File: config.mk
export PLATFORM = sky130hd
export DESIGN_NAME = ddr_port_arbiter
export DESIGN_NICKNAME = d
export VERILOG_FILES = /design/src/rtl/ddr_port_arbiter_pkg.sv /design/src/rtl/ddr_port_arbiter_burst_beat_cnt.sv /design/src/rtl/ddr_port_arbiter.sv
export SDC_FILE = /design/constraint.sdc
export NUM_CORES = 1
export LEC_CHECK = 0
export CAP_MARGIN = 25
export CORE_UTILIZATION = 41
export DETAILED_ROUTE_END_ITERATION = 8
export MAX_ROUTING_LAYER = met4
export PLACE_DENSITY_LB_ADDON = 0.08
export SKIP_LAST_GASP = 1
export SLEW_MARGIN = 20
export SYNTH_ARGS = -nofsm -noshare
export SYNTH_HDL_FRONTEND = slang
export SYNTH_SLANG_ARGS = --single-unit
File: constraint.sdc
create_clock -name ddr_clk -period 2.2 [get_ports ddr_clk]
set_input_delay 0.22 -clock ddr_clk [delete_from_list [all_inputs] [get_ports ddr_clk]]
set_output_delay 0.22 -clock ddr_clk [all_outputs]
set_load 0.02 [all_outputs]
File: src/rtl/ddr_port_arbiter_pkg.sv
// Shared definitions for the DDR command-port arbiter: address width,
// FSM state encoding (one-hot), starvation default and the round-robin pick.
package ddr_port_arbiter_pkg;

    localparam int CTRL_ADDR_WIDTH = 28;
    localparam int ARB_STARVE_MAX  = 4;

    typedef enum logic [3:0] {
        ARB_IDLE    = 4'b0001,
        ARB_CMD     = 4'b0010,
        ARB_RD_DATA = 4'b0100,
        ARB_WR_DATA = 4'b1000
    } arb_state_e;

    // Round-robin pick: 1 when the write side wins. A lone requester always
    // wins; on contention the side that did not win last time goes first.
    function automatic logic rr_pick_wr(input logic rd_req, input logic wr_req,
                                        input logic last_wr);
        if (rd_req && wr_req) begin
            return !last_wr;
        end
        return wr_req;
    endfunction

endpackage

File: src/rtl/ddr_port_arbiter_burst_beat_cnt.sv
// Data-beat counter for one burst. Cleared when the command is accepted,
// counts beats while enabled, flags the final beat and pulses done one
// cycle after that beat. One extra bit keeps len = 15 from wrapping early.
module burst_beat_cnt #(
    parameter int LEN_W = 4
) (
    input  logic             ddr_clk,
    input  logic             rstn,
    input  logic             start_i,
    input  logic             en_i,
    input  logic             beat_i,
    input  logic [LEN_W-1:0] len_i,
    output logic             last_o,
    output logic             done_o
);

    logic [LEN_W:0] cnt_q, cnt_d;
    logic           done_q, done_d;

    // The current beat is the final one once len beats have already passed.
    assign last_o = (cnt_q == {1'b0, len_i});
    assign done_o = done_q;

    // Next count: clear on a new command, otherwise advance on each beat.
    always_comb begin
        cnt_d  = cnt_q;
        done_d = 1'b0;
        if (start_i) begin
            cnt_d = '0;
        end else if (en_i && beat_i) begin
            cnt_d  = cnt_q + (LEN_W + 1)'(1);
            done_d = last_o;
        end
    end

    // Counter and done-pulse registers.
    always_ff @(posedge ddr_clk or negedge rstn) begin
        if (!rstn) begin
            cnt_q  <= '0;
            done_q <= 1'b0;
        end else begin
            cnt_q  <= cnt_d;
            done_q <= done_d;
        end
    end

endmodule

File: src/rtl/ddr_port_arbiter.sv
// Burst-level arbiter sharing the DDR command port between the display read
// path and the camera write path. Round-robin by default; defining
// ARB_RD_URGENT_EN lets an urgent display read win contention, bounded by a
// starvation counter that forces a pending write through after STARVE_MAX
// consecutive urgent read wins.
module ddr_port_arbiter
    import ddr_port_arbiter_pkg::*;
#(
    parameter int ADDR_W     = CTRL_ADDR_WIDTH,
    parameter int LEN_W      = 4,
    parameter int STARVE_MAX = ARB_STARVE_MAX
) (
    input  logic              ddr_clk,
    input  logic              rstn,
    input  logic              rd_req_i,
    input  logic [ADDR_W-1:0] rd_adr_i,
    input  logic [LEN_W-1:0]  rd_len_i,
    input  logic              rd_urgent_i,
    input  logic              wr_req_i,
    input  logic [ADDR_W-1:0] wr_adr_i,
    input  logic [LEN_W-1:0]  wr_len_i,
    output logic              rd_gnt_o,
    output logic              wr_gnt_o,
    output logic              rd_done_o,
    output logic              wr_done_o,
    output logic              ddr_cmd_valid_o,
    input  logic              ddr_cmd_ready_i,
    output logic              ddr_cmd_wr_o,
    output logic [ADDR_W-1:0] ddr_cmd_adr_o,
    output logic [LEN_W-1:0]  ddr_cmd_len_o,
    input  logic              ddr_rbeat_i,
    input  logic              ddr_wbeat_i,
    output logic              busy_o,
    output logic              owner_o
);

    arb_state_e        state_q;
    logic              cmd_valid_q;
    logic              cmd_wr_q;
    logic [ADDR_W-1:0] cmd_adr_q;
    logic [LEN_W-1:0]  cmd_len_q;
    logic              rd_gnt_q, wr_gnt_q;
    logic              busy_q, owner_q, last_wr_q;

    logic pick_wr;
    logic in_data, beat_sel, cnt_start, cnt_last, cnt_done, burst_fin;

    assign in_data   = (state_q == ARB_RD_DATA) || (state_q == ARB_WR_DATA);
    assign beat_sel  = cmd_wr_q ? ddr_wbeat_i : ddr_rbeat_i;
    assign cnt_start = (state_q == ARB_CMD) && ddr_cmd_ready_i;
    assign burst_fin = in_data && beat_sel && cnt_last;

`ifdef ARB_RD_URGENT_EN
    localparam logic [7:0] STARVE_LIM = 8'(STARVE_MAX);

    logic [7:0] starve_q;
    logic       contended;

    assign contended = rd_req_i && wr_req_i;

    // Urgent reads win contention until the starvation limit forces a write.
    always_comb begin
        pick_wr = rr_pick_wr(rd_req_i, wr_req_i, last_wr_q);
        if (contended) begin
            if (starve_q >= STARVE_LIM) begin
                pick_wr = 1'b1;
            end else if (rd_urgent_i) begin
                pick_wr = 1'b0;
            end
        end
    end

    // Count consecutive urgent read wins over a waiting write; any write grant clears.
    always_ff @(posedge ddr_clk or negedge rstn) begin
        if (!rstn) begin
            starve_q <= '0;
        end else if ((state_q == ARB_IDLE) && (rd_req_i || wr_req_i)) begin
            if (pick_wr) begin
                starve_q <= '0;
            end else if (contended && rd_urgent_i) begin
                starve_q <= starve_q + 8'd1;
            end
        end
    end
`else
    // Pure round-robin: the urgency hint and starvation limit have no effect.
    logic        unused_urgent;
    logic [31:0] unused_starve_max;

    assign unused_urgent     = rd_urgent_i;
    assign unused_starve_max = 32'(STARVE_MAX);
    assign pick_wr           = rr_pick_wr(rd_req_i, wr_req_i, last_wr_q);
`endif

    burst_beat_cnt #(
        .LEN_W(LEN_W)
    ) u_beat_cnt (
        .ddr_clk (ddr_clk),
        .rstn    (rstn),
        .start_i (cnt_start),
        .en_i    (in_data),
        .beat_i  (beat_sel),
        .len_i   (cmd_len_q),
        .last_o  (cnt_last),
        .done_o  (cnt_done)
    );

    // Arbitration FSM: pick a winner, hold the command until accepted, then wait for the last beat.
    always_ff @(posedge ddr_clk or negedge rstn) begin
        if (!rstn) begin
            state_q     <= ARB_IDLE;
            cmd_valid_q <= 1'b0;
            cmd_wr_q    <= 1'b0;
            cmd_adr_q   <= '0;
            cmd_len_q   <= '0;
            rd_gnt_q    <= 1'b0;
            wr_gnt_q    <= 1'b0;
            busy_q      <= 1'b0;
            owner_q     <= 1'b1;
            last_wr_q   <= 1'b1;
        end else begin
            rd_gnt_q <= 1'b0;
            wr_gnt_q <= 1'b0;
            case (state_q)
                ARB_IDLE: begin
                    if (rd_req_i || wr_req_i) begin
                        state_q     <= ARB_CMD;
                        cmd_valid_q <= 1'b1;
                        busy_q      <= 1'b1;
                        cmd_wr_q    <= pick_wr;
                        owner_q     <= pick_wr;
                        cmd_adr_q   <= pick_wr ? wr_adr_i : rd_adr_i;
                        cmd_len_q   <= pick_wr ? wr_len_i : rd_len_i;
                        rd_gnt_q    <= !pick_wr;
                        wr_gnt_q    <= pick_wr;
                    end
                end
                ARB_CMD: begin
                    if (ddr_cmd_ready_i) begin
                        cmd_valid_q <= 1'b0;
                        state_q     <= cmd_wr_q ? ARB_WR_DATA : ARB_RD_DATA;
                    end
                end
                ARB_RD_DATA, ARB_WR_DATA: begin
                    if (burst_fin) begin
                        state_q   <= ARB_IDLE;
                        busy_q    <= 1'b0;
                        last_wr_q <= cmd_wr_q;
                    end
                end
                default: begin
                    state_q     <= ARB_IDLE;
                    cmd_valid_q <= 1'b0;
                    busy_q      <= 1'b0;
                end
            endcase
        end
    end

    assign rd_gnt_o        = rd_gnt_q;
    assign wr_gnt_o        = wr_gnt_q;
    assign rd_done_o       = cnt_done && !cmd_wr_q;
    assign wr_done_o       = cnt_done && cmd_wr_q;
    assign ddr_cmd_valid_o = cmd_valid_q;
    assign ddr_cmd_wr_o    = cmd_wr_q;
    assign ddr_cmd_adr_o   = cmd_adr_q;
    assign ddr_cmd_len_o   = cmd_len_q;
    assign busy_o          = busy_q;
    assign owner_o         = owner_q;

endmodule
==> results_dict.tcl, run 1 <==
set metrics [dict create \
    status "finished clean" \
    regToRegEndpoint "ddr_cmd_wr_o" \
    yosysWarnings 0 \
    finalHoldViolCount 0 \
    powerDensity_nw_per_um2 1220 \
    synthTopCellsByArea "dfrtp_1, mux2i_1, a21oi_1" \
    place_congestion 0.847 \
    netlist_area_sq_um 2340 \
    die-area_sq_um 6010 \
    place_hpwl_mm 3.85 \
    cts_buffers 5 \
    p_leak_uw 0.00157 \
    post-cts-setup-buffers 0 \
    synth_nets 290 \
    worst_clock_skew_ps 6.51 \
    fin_nets 399 \
    rsz0062_at_grt "false" \
    ys_seq_elements 49 \
    die_w_um 77.5 \
    fp.dieH_um 77.5 \
    fp-row-count 27 \
    async_reset_ff_frac 1.00 \
    max_stage_delay_ps 570 \
    clock_sinks 49 \
    n_antenna_cell 0 \
    synth_top_area_frac 0.493 \
    worst-slew-pin-transition_ps 615 \
    timing.rr.start "state_q[0]" \
    cp.required_ps 2390 \
    num_vias 1978 \
    grt_max_degree 50 \
    relSlewSlack 0.590 \
    clockBufferDepth 2 \
    antenna_found_initial 0 \
    fin_crit_sh 0.821 \
    seq_area_frac_synth 0.526 \
    rrSetupSlack_ps 390 \
    post-route-util 0.655 \
    grt_pass1_vias 1934 \
    clock_latency_ps 290 \
    synthFlopType "dfrtp_1" \
    cts.repair.resized 0 \
    initial_utilization 0.424 \
    worst-path-buf-inv 0 \
    whs_ps 3.38 \
    arrival_ps 2000 \
    setup_tns_ps 0 \
    cts.clk_slew.worst_paths_ps 90 \
    worst-r2r-cell-count 3 \
    core_area_sq_um 5510 \
    cp_slowest_cell "dfstp_2" \
    cts_tree "done" \
    start_kind "register" \
    wl_per_cell_um 13.1 \
    drive_above_1_share 0.0917 \
    pin_count 112 \
    cts_root_buffer "clkbuf_8" \
    grt_pass1_wl_mm 8.84 \
    fmax_mhz 553 \
    cp_max_fo 12 \
    dr.pass1.iters 4 \
    antenna_left 0 \
    power_uw 4400 \
    routed_wl_mm 5.22 \
    irDropWorstVdd_mv 0.618 \
    global_route.overflow_total 0 \
    fin_crit_ps 1810 \
    yosys.area.top_type "dfrtp_1" \
    portBuffers 110 \
    path_delay_family "simple AND/OR/NAND/NOR gates" \
    fin_area_sq_um 3610 \
    worstSetupPathType "register to register" \
    holdBufCountCts 0 \
    setup_viol_count_final 0 \
    synth_edf_count 0 \
    drv_slew 0 \
    crit_chain "or3b_4 > or3_4 > a21o_2" \
    avgSynthCellArea_sq_um 10.8 \
    hold_class "input pin to asynchronous set/reset pin" \
    htreeDepth 2 \
    area_growth_pct 54.4 \
    synth_cell_types 39 \
    cap_viol_max_count 0 \
    critical_path.endpoint_type "register" \
    grt_usage 0.189 \
    viasPerCell 4.96 \
    syn_inst 217 \
    route.detailed.drc 0 \
    drt_iter0_drc 41 \
    post_dp_cell_area_sq_um 3510 \
]
[synthesized netlist by cell type (3+ instances only)]
cell type	number
o21ai_0	4
mux2i_1	32
nand2_1	6
dfstp_2	3
nand3_1	3
a21oi_1	31
and2_1	3
buf_2	8
o21ai_2	4
dfrtp_1	46
xor2_1	6
nor2_1	35
[where the power goes]
group / total, uW / leakage (uW) / internal (uW) / switching (uW)
Sequential: 1550 / 0.000574 / 1300 / 257
Clock: 565 / 0.0000542 / 284 / 280
Combinational: 2280 / 0.000942 / 1100 / 1180
Total: 4400 / 0.00157 / 2690 / 1710
[per-stage QoR]
stage                     worst slack (ps)  instances
final                                  393        399
after global routing                   283        399
after CTS                              396        399
after detailed placement               410        391
after global placement                 417        391
after floorplan                        493        217
[logic make-up after synthesis]
family / after synthesis / synth area share
flip-flops: 49 / 0.526
multiplexers: 34 / 0.147
AND/OR/NAND/NOR: 62 / 0.135
buffers and inverters: 14 / 0.0332
XOR/XNOR: 8 / 0.0300
AO/OA/AOI/OAI: 49 / 0.124
adder cells (fa/ha/maj): 1 / 0.00535
[registers in the layout, summed over array words and instances, names as in the netlist]
name and cells:
busy_o 1, ddr_cmd_adr_o 28, ddr_cmd_len_o 4, ddr_cmd_valid_o 1, ddr_cmd_wr_o 1, last_wr_q 1
owner_o 1, rd_gnt_o 1, state_q 4, u_beat_cnt.cnt_q 5, u_beat_cnt.done_o 1, wr_gnt_o 1
[layout by cell type, fill, tap and decap left out, types with 2 or more instances in the layout]
cell,count
mux2_2,2
mux2i_1,32
xor2_1,6
nor2_1,35
a21o_2,2
dfrtp_1,46
a21oi_1,31
dfstp_2,3
nand2_1,6
nor3b_1,2
a32o_1,2
and3_1,2
and2_1,3
o21ai_2,4
inv_1,2
xnor2_1,2
nand3_1,3
clkdlybuf4s50_1,109
o21ai_0,4
nand4_1,2
clkbuf_8,7
buf_4,3
[per-layer routing]
metal / wire length, um / share of wire / up-vias / GRT usage
li1: - / - / 982 / -
met1: 2240 / 0.43 / 930 / 0.228
met2: 2600 / 0.50 / 62 / 0.312
met3: 341 / 0.065 / 4 / 0.0471
met4: 42 / 0.0080 / 0 / 0.0566
met5: 0 / 0 / - / -
[worst max path at each step]
stage	cells past startpoint	endpoint	slack, ps	from
6_report	3	ddr_cmd_wr_o	390	state_q[0]
2_1_floorplan	5	ddr_cmd_len_o[0]	490	state_q[0]
5_1_grt	5	ddr_cmd_adr_o[14]	280	state_q[0]
4_1_cts	3	ddr_cmd_wr_o	400	state_q[0]
3_5_place_dp	3	ddr_cmd_wr_o	410	state_q[0]
3_3_place_gp	3	ddr_cmd_wr_o	420	state_q[0]
[cell type report]
| class | instances | area, sq um |
|---|---|---|
| Inverter | 2 | 7.51 |
| Multi-Input combinational cell | 154 | 1040 |
| Clock inverter | 1 | 5.00 |
| Clock buffer | 7 | 96.3 |
| Fill cell | 472 | 1900 |
| Tap cell | 72 | 90.1 |
| Timing Repair Buffer | 114 | 1140 |
| Sequential cell | 49 | 1230 |
(Power assumes the default switching activity.)
==> run 2: changes to the inputs <==
- clock period: 2.2 -> 1.8 ns (I/O delays scaled with it)
==> run 2 against run 1 <==
Worst hold slack improved by 390 ps; clock skew grew 2.8 ps; routed wire length up 5.3%; die area did not move.
==> results_dict.tcl, run 2 (same netlist as run 1, synthesis figures left out) <==
set metrics [dict create \
    routed_wl_mm 5.50 \
    worstSetupPathType "register to register" \
    clock_sinks 49 \
    clockBufferDepth 2 \
    die-area_sq_um 6010 \
    num_vias 1981 \
    cts_root_buffer "clkbuf_8" \
    status "finished clean" \
    irDropWorstVdd_mv 0.762 \
    grt_max_degree 50 \
    place_hpwl_mm 4.09 \
    fp.dieH_um 77.5 \
    fin_crit_sh 0.972 \
    fmax_mhz 572 \
    fin_crit_ps 1750 \
    drive_above_1_share 0.102 \
    route.detailed.drc 0 \
    cts_tree "done" \
    post-route-util 0.672 \
    cts_buffers 5 \
    crit_chain "or3b_4 > or3_4 > a21o_2" \
    path_delay_family "simple AND/OR/NAND/NOR gates" \
    p_leak_uw 0.00163 \
    critical_path.endpoint_type "register" \
    htreeDepth 2 \
    fin_nets 405 \
    worst-slew-pin-transition_ps 379 \
    die_w_um 77.5 \
    core_area_sq_um 5510 \
    n_antenna_cell 0 \
    pin_count 112 \
    nFillCells 440 \
    hold_class "input pin to asynchronous set/reset pin" \
    final_common_cell "clkdlybuf4s50_1" \
    area_growth_pct 58.2 \
    portBuffers 110 \
    worst_clock_skew_ps 9.33 \
    grt_usage 0.199 \
    final_cell_mix "clkdlybuf4s50_1, dfrtp_1, nor2_1" \
    grt_pass1_vias 2003 \
    setup_viol_count_final 0 \
    cp_max_fo 12 \
    drv_slew 0 \
    grt_pass1_wl_mm 9.27 \
    dr.pass1.iters 4 \
    multi_input_area_sq_um 1040 \
    cp_slowest_cell "dfstp_2" \
    start_kind "register" \
    cap_viol_max_count 0 \
    cp.required_ps 1990 \
    place_congestion 0.827 \
    arrival_ps 1940 \
    powerDensity_nw_per_um2 1510 \
    wl_per_cell_um 13.6 \
    fp-row-count 27 \
    drt_iter0_drc 66 \
    layout.area.seq_sq_um 1230 \
    viasPerCell 4.90 \
    max_stage_delay_ps 530 \
    worst-path-buf-inv 0 \
    antenna_found_initial 0 \
    antenna_left 0 \
    setup_tns_ps 0 \
    relSlewSlack 0.747 \
    rsz0062_at_grt "false" \
    finalHoldViolCount 0 \
    largest_register_ffs 28 \
    cts.clk_slew.worst_paths_ps 80 \
    initial_utilization 0.424 \
    global_route.overflow_total 0 \
    clock_latency_ps 300 \
]
## run 2: cell types whose count changed in the layout (fill, tap and decap cells not counted), sizes merged
cell           previous run  this run
clkdlybuf4s50           109       108
buf                       5        10
clkbuf                    7         5
dlymetal6s2s              0         1
bufinv                    0         1
dlygate4sd3               0         1
## run 2: layout make-up
class	count	share of cell area
Timing Repair Buffer	120	0.332
Inverter	2	0.00203
Clock buffer	5	0.0186
Sequential cell	49	0.333
Multi-Input combinational cell	154	0.281
Clock inverter	2	0.00947
Tap cell	72	0.0244
## run 2: power by group
group / internal, uW / leakage (uW) / switching [uW]
clock network: 404 / 0.0000540 / 349
registers: 1580 / 0.000574 / 288
logic: 1450 / 0.00100 / 1500
total: 3440 / 0.00163 / 2130
## run 2: path summary, 6_finish.rpt
kind / from / to / depth (start not counted) / slack [ps]
max reg2reg: state_q[0] / ddr_cmd_wr_o / 3 / 50
min in group ddr_clk: ddr_cmd_valid_o / ddr_cmd_valid_o / 1 / 480
max in group asynchronous: rstn / state_q[0] / 3 / 1100
max: state_q[0] / ddr_cmd_wr_o / 3 / 50
min reg2reg: ddr_cmd_valid_o / ddr_cmd_valid_o / 1 / 480
min: rstn / ddr_cmd_len_o[1] / 3 / 400
## run 2: worst reg2reg max path, cell delays in order (launching register included)
cell	delay, ps
dfstp_2	530
or3b_4	400
or3_4	480
a21o_2	230
## run 2: stage by stage
step | cells | cell area [sq um] | hold slack, ps | worst slack [ps] | power [uW]
finish | 404 | 3700 | 397 | 50.4 | 5570
global route | 404 | 3700 | 441 | 10.4 | 5960
CTS | 404 | 3700 | 402 | 41.8 | 5650
detailed placement | 396 | 3580 | 186 | 56.2 | 4870
global placement | 396 | 3580 | 191 | 66.8 | 4820
floorplan | 217 | 2340 | -116 | 93.1 | 3510
## run 2: what timing repair did
| item | CTS | global route |
|---|---|---|
| setup endpoints to repair | 0 | 2 |
| buffers inserted | 0 | 0 |
| gates resized for setup | 0 | 1 |
| hold buffers | 1 | 0 |
| hold endpoints to repair | 46 | 0 |
## run 2: layer usage
layer | up-vias | wire [um] | global-route usage
li1 | 987 | - | -
met1 | 933 | 2280 | 0.237
met2 | 56 | 2860 | 0.340
met3 | 5 | 323 | 0.0565
met4 | 0 | 35 | 0.0340
met5 | - | 0 | -
